===== config.mk =====
export PLATFORM = sky130hd
export DESIGN_NAME = am_mod_flat
export DESIGN_NICKNAME = d
export VERILOG_FILES = /design/src/rtl/am_pkg.sv /design/src/rtl/am_mod_if.sv /design/src/rtl/sd_mod1.sv /design/src/rtl/am_mod.sv /design/src/flat_wrapper.sv
export SDC_FILE = /design/constraint.sdc
export NUM_CORES = 1
export LEC_CHECK = 0
export ABC_AREA = 1
export CAP_MARGIN = 20
export CORE_ASPECT_RATIO = 1.1
export CORE_UTILIZATION = 60
export CTS_CLUSTER_DIAMETER = 60
export DETAILED_ROUTE_END_ITERATION = 16
export PLACE_DENSITY = 0.78
export REMOVE_ABC_BUFFERS = 1
export SKIP_CTS_REPAIR_TIMING = 1
export SLEW_MARGIN = 20
export SYNTH_ARGS = -nofsm -noshare
export SYNTH_HDL_FRONTEND = slang
export SYNTH_SLANG_ARGS = --single-unit

===== constraint.sdc =====
create_clock -name CLK -period 7.8 [get_ports CLK]
set_clock_uncertainty 0.1 [all_clocks]
set_input_delay 1.17 -clock CLK [delete_from_list [all_inputs] [get_ports CLK]]
set_output_delay 1.17 -clock CLK [all_outputs]
set_load 0.05 [all_outputs]

===== src/rtl/am_pkg.sv =====
// Constants and types shared by the AM transmit chain and the receive chain.
// Holds the DC offset, the sigma-delta feedback levels, the acc limits and the envelope target helper.
package am_pkg;

    localparam logic [15:0]        DC_OFFSET = 16'h8000;
    localparam logic signed [17:0] FB_HI     = 18'sd32767;
    localparam logic signed [17:0] FB_LO     = -18'sd32768;
    localparam logic signed [17:0] ACC_MAX   = 18'sh1FFFF;
    localparam logic signed [17:0] ACC_MIN   = 18'sh20000;

    typedef enum logic {
        ST_HOLD,
        ST_RAMP
    } env_state_t;

    // The offset audio sample always lands in 16384..49151, so the 16-bit add never wraps.
    function automatic logic [15:0] calc_target(input logic signed [15:0] audio,
                                                input logic [2:0]         depth);
        logic signed [15:0] shifted;
        shifted = audio >>> (depth + 4'd1);
        return DC_OFFSET + shifted;
    endfunction

endpackage


===== src/rtl/am_mod_if.sv =====
// Sample, carrier and status signals between the audio/NCO side and the AM modulator.
interface am_mod_if;

    logic signed [15:0] audio_in;
    logic               in_tick;
    logic [2:0]         depth;
    logic signed [15:0] cos;
    logic               RF_out;
    logic               ramp_busy;

    modport master (
        output audio_in, in_tick, depth, cos,
        input  RF_out, ramp_busy
    );

    modport slave (
        input  audio_in, in_tick, depth, cos,
        output RF_out, ramp_busy
    );

endinterface


===== src/rtl/sd_mod1.sv =====
// First-order sigma-delta loop turning the 16-bit modulated product into the 1-bit RF stream.
module sd_mod1
    import am_pkg::*;
(
    input  logic               CLK,
    input  logic               RSTb,
    input  logic signed [15:0] prod,
    output logic               RF_out
);

    logic signed [17:0] r_acc;
    logic signed [17:0] w_fb;
    logic signed [18:0] w_sum;
    logic signed [17:0] w_acc_next;

    // One guard bit on the sum lets the clamp catch excursions past either limit.
    always_comb begin
        w_fb  = RF_out ? FB_HI : FB_LO;
        w_sum = $signed({r_acc[17], r_acc})
              + $signed({{3{prod[15]}}, prod})
              - $signed({w_fb[17], w_fb});
        if (w_sum > $signed({ACC_MAX[17], ACC_MAX})) begin
            w_acc_next = ACC_MAX;
        end else if (w_sum < $signed({ACC_MIN[17], ACC_MIN})) begin
            w_acc_next = ACC_MIN;
        end else begin
            w_acc_next = w_sum[17:0];
        end
    end

    always_ff @(posedge CLK or negedge RSTb) begin
        if (!RSTb) begin
            r_acc  <= '0;
            RF_out <= 1'b0;
        end else begin
            r_acc  <= w_acc_next;
            RF_out <= ~w_acc_next[17];
        end
    end

endmodule


===== src/rtl/am_mod.sv =====
// AM modulator: ramped envelope follows offset audio, multiplies the carrier, feeds sd_mod1.
// A new target loads on in_tick; the ramp step is computed from it one cycle later.
module am_mod
    import am_pkg::*;
#(
    parameter int RAMP_LOG2 = 8
) (
    input  logic     CLK,
    input  logic     RSTb,
    am_mod_if.slave  bus
);

    localparam logic [RAMP_LOG2-1:0] CNT_MAX = '1;
    localparam logic [RAMP_LOG2-1:0] CNT_ONE = RAMP_LOG2'(1);

    env_state_t              r_state;
    logic [15:0]             r_target;
    logic [15:0]             r_env_cur;
    logic signed [16:0]      r_step;
    logic [RAMP_LOG2-1:0]    r_ramp_cnt;
    logic                    r_pending;
    logic                    r_busy;
    logic signed [15:0]      r_prod;

    logic signed [17:0]      w_diff;
    logic signed [17:0]      w_shift;
    logic signed [16:0]      w_step;
    logic signed [17:0]      w_env_sum;
    logic [15:0]             w_env_next;
    logic signed [32:0]      w_mult;
    logic                    w_rf;
    logic                    w_unused;

    always_comb begin
        w_diff     = $signed({2'b00, r_target}) - $signed({2'b00, r_env_cur});
        w_shift    = w_diff >>> RAMP_LOG2;
        w_step     = w_shift[16:0];
        w_env_sum  = $signed({2'b00, r_env_cur}) + $signed({r_step[16], r_step});
        w_env_next = w_env_sum[15:0];
        w_mult     = $signed({1'b0, r_env_cur}) * bus.cos;
    end

    assign w_unused = ^{w_shift[17], w_env_sum[17:16], w_mult[32], w_mult[15:0]};

    // r_pending marks "target loaded last cycle"; it outranks ramp completion so a tick on
    // the final ramp cycle still lands env_cur on the old target before the new ramp begins.
    always_ff @(posedge CLK or negedge RSTb) begin
        if (!RSTb) begin
            r_state    <= ST_HOLD;
            r_target   <= DC_OFFSET;
            r_env_cur  <= DC_OFFSET;
            r_step     <= '0;
            r_ramp_cnt <= '0;
            r_pending  <= 1'b0;
            r_busy     <= 1'b0;
            r_prod     <= '0;
        end else begin
            r_prod    <= w_mult[31:16];
            r_pending <= bus.in_tick;
            if (bus.in_tick) begin
                r_target <= calc_target(bus.audio_in, bus.depth);
            end
            case (r_state)
                ST_HOLD: begin
                    if (r_pending) begin
                        r_step     <= w_step;
                        r_ramp_cnt <= '0;
                        r_busy     <= 1'b1;
                        r_state    <= ST_RAMP;
                    end
                end
                ST_RAMP: begin
                    if (r_pending) begin
                        r_step     <= w_step;
                        r_ramp_cnt <= '0;
                        r_env_cur  <= w_env_next;
                    end else if (r_ramp_cnt == CNT_MAX) begin
                        r_env_cur  <= r_target;
                        r_busy     <= 1'b0;
                        r_state    <= ST_HOLD;
                    end else begin
                        r_env_cur  <= w_env_next;
                        r_ramp_cnt <= r_ramp_cnt + CNT_ONE;
                    end
                end
                default: begin
                    r_state <= ST_HOLD;
                    r_busy  <= 1'b0;
                end
            endcase
        end
    end

    sd_mod1 u_sd_mod1 (
        .CLK    (CLK),
        .RSTb   (RSTb),
        .prod   (r_prod),
        .RF_out (w_rf)
    );

    assign bus.RF_out    = w_rf;
    assign bus.ramp_busy = r_busy;

endmodule


===== src/flat_wrapper.sv =====
// flat-port wrapper written by rule: the top's interface ports become plain ports
module am_mod_flat import am_pkg::*;
#(
    parameter int RAMP_LOG2 = 8
)
  (CLK, RSTb, bus_audio_in, bus_in_tick, bus_depth, bus_cos, bus_RF_out, bus_ramp_busy);
  am_mod_if bus_i ();
  input  logic CLK;
  input  logic RSTb;
  input wire logic [$bits(bus_i.audio_in)-1:0] bus_audio_in;
  input wire logic [$bits(bus_i.in_tick)-1:0] bus_in_tick;
  input wire logic [$bits(bus_i.depth)-1:0] bus_depth;
  input wire logic [$bits(bus_i.cos)-1:0] bus_cos;
  output wire logic [$bits(bus_i.RF_out)-1:0] bus_RF_out;
  output wire logic [$bits(bus_i.ramp_busy)-1:0] bus_ramp_busy;
  assign bus_i.audio_in = bus_audio_in;
  assign bus_i.in_tick = bus_in_tick;
  assign bus_i.depth = bus_depth;
  assign bus_i.cos = bus_cos;
  assign bus_RF_out = bus_i.RF_out;
  assign bus_ramp_busy = bus_i.ramp_busy;
  am_mod #(.RAMP_LOG2(RAMP_LOG2)) u_core (.CLK(CLK), .RSTb(RSTb), .bus(bus_i));
endmodule

==> out/summary.txt <==
status: finished clean
vias per cell: 5.430
starting density of the core: 0.6153
area delta synth->final: 5.003%
Routed Wire Length: 41070 um
Tightest Pin Transition: 1.043 ns
async set-or-reset flop fraction in the synthesized netlist: 1.000
Placed Cells: 2589
Mapped Cells: 2273
Yosys top cell area share: 0.2615
commonest non-fill, non-tap cell in the layout: nand2_1
Max FO, Critical Path: 16
Boundary Pins: 40
initial antenna violation count: 0
antenna cell count: 0
first-pass GRT wire length: 70990 um
port bufs: 39
DP HPWL: 33320 um
Final Slew Violations: 0
Avg Inst Size Synth: 7.140 um2
most frequent cells in the layout: nand2_1, inv_1, fa_1, ha_1, nor2_1
sequential cell area: 2180 um2
post-synthesis sequential area ratio: 0.1343
H-tree levels: 3
Fmax: 0.1451 GHz
Final setup viols: 0
vias in the first global route: 15110
number of synthesized flops with an enable pin: 0
Worst-Skew Late Latency: 0.37 ns
final hold viol count: 0
dominant cell type by area after synthesis: fa_1
CTS buffer count: 9
Mapped Area: 16230 um2
largest net degree at the start of global routing: 50
Post-Layout Cell Count: 2605
Crit Path Class: primary input to register
DRC: 0
core area: 26380 um2
Distinct cells, synth: 46
die span in x: 158.8 um
GRT Overall Usage: 0.3204
crit path time final: 6.893 ns
Seq cells post-synth: 87
Initial DRC Count: 917
Die ar.: 27710 um2
WL per Instance: 15.77 um
DR vias: 14150
unrepaired setup endpoints after global routing: no
max cap viols: 0
Layout fillers: 2390
Worst EP required: 7.95 ns
CTS Root Cell: clkbuf_16
Die Y: 174.5 um
# clock sinks: 87
Arr. time, crit path: 7.04 ns
Worst setup SP type: primary input
worst hold slack: 0.3925 ns
top cells by area, synth: fa_1, nand2_1, dfrtp_1
Slew HR: 0.3045
clk buf depth: 2
# rows: 62
HP Class: register to register
DRT antenna net count: 0
GRT overflow: 0
routability cong.: 0.9651
drt pass-1 iters: 8
clock tree from TritonCTS: yes
Final Cycle Share: 0.8837
Worst Setup End Kind: register
Final nets: 2663
Multi-input gate area: 11580 um2
Setup Total Neg Slack: 0 ns
top_reg_cell synth: dfrtp_1
layout cells sized above 1: 0.03018
CTS clk-pin slew, worst paths: 0.07 ns
YS warnings: 0
## registers in the layout, summed over array words and instances (netlist names), 8 cells and up
name	count
u_core.r_step	9
u_core.r_prod	16
u_core.r_ramp_cnt	8
u_core.r_target	16
u_core.r_env_cur	16
u_core.u_sd_mod1.r_acc	18
## cell families (layout without fill, tap and decap cells)
family / after synthesis / in the layout / share of synthesized area
muxes: 4 / 4 / 0.002467
buffers and inverters: 649 / 629 / 0.1524
AOI/OAI and AO/OA: 218 / 218 / 0.07594
and+or+nand+nor: 908 / 908 / 0.2300
adders and majority gates: 377 / 377 / 0.3887
DFF: 87 / 87 / 0.1343
xor gates and xnor gates: 30 / 30 / 0.01619
## synthesized netlist by cell type, types with 19 or more instances
| library cell | n |
|---|---|
| o21ai_0 | 71 |
| dfrtp_1 | 85 |
| ha_1 | 165 |
| nand2_2 | 19 |
| xor2_1 | 20 |
| clkbuf_1 | 65 |
| inv_1 | 564 |
| nand3_1 | 92 |
| nand2_1 | 627 |
| nor2_1 | 117 |
| a21oi_1 | 88 |
| fa_1 | 212 |
## final timing paths
path                                                         to  slack (ns)  cells after the start                            start
max                                 u_core.r_prod[13]$_DFF_PN0_        0.91                     19                       bus_cos[7]
min                                u_core.r_step[6]$_DFFE_PN0P_        0.39                      2     u_core.r_step[6]$_DFFE_PN0P_
max reg2reg                          u_core.r_prod[3]$_DFF_PN0_        1.73                     20  u_core.r_env_cur[7]$_DFFE_PN0P_
min reg2reg                        u_core.r_step[6]$_DFFE_PN0P_        0.39                      2     u_core.r_step[6]$_DFFE_PN0P_
max in group asynchronous  u_core.u_sd_mod1.r_acc[14]$_DFF_PN0_        5.83                      2                             RSTb
min in group asynchronous            u_core.r_prod[3]$_DFF_PN0_        0.70                      1                             RSTb
## cell type report
class,count,area share
clock buffer,10,0.01344
tap,352,0.02584
timing repair buffer,44,0.02496
inverter,569,0.1255
multi-input combinational,1537,0.6793
sequential,87,0.1279
clock inverter,6,0.003084
## layer usage
layer  track usage  wire [um]  vias to the layer above  part of all wire
met5             0          0                        -                 0
met4        0.1727       2375                        0             0.058
met2        0.5784      20660                      500              0.50
met1        0.3688      15980                     6742              0.39
met3       0.04080       2056                      172             0.050
li1              -          -                     6731                 -
## critical path, stage by stage
cell and delay (ns):
clkdlybuf4s50_1 0.96, nand2_1 0.18, fa_1 0.57, inv_1 0.05, fa_1 0.52, fa_1 0.59
fa_1 0.43, fa_1 0.50, inv_1 0.05, fa_1 0.48, inv_1 0.04, ha_1 0.36
a21o_1 0.23, a21oi_1 0.25, o21ai_0 0.20, a21oi_1 0.26, nand2_1 0.09, nand2_1 0.06
nand2_1 0.04
## through the flow
step                  util  setup WS, ns  instance area [um2]
floorplan                -         1.977                15890
global placement    0.6354        0.6853                16760
CTS                 0.6461        0.9796                17040
global route        0.6461        0.6467                17040
finish              0.6461        0.9073                17040
detailed placement  0.6354        0.5924                16760
Power is left out: the tool's default activity adds up to more than one toggle a clock period on the data nets, which glitch-free logic cannot reach.
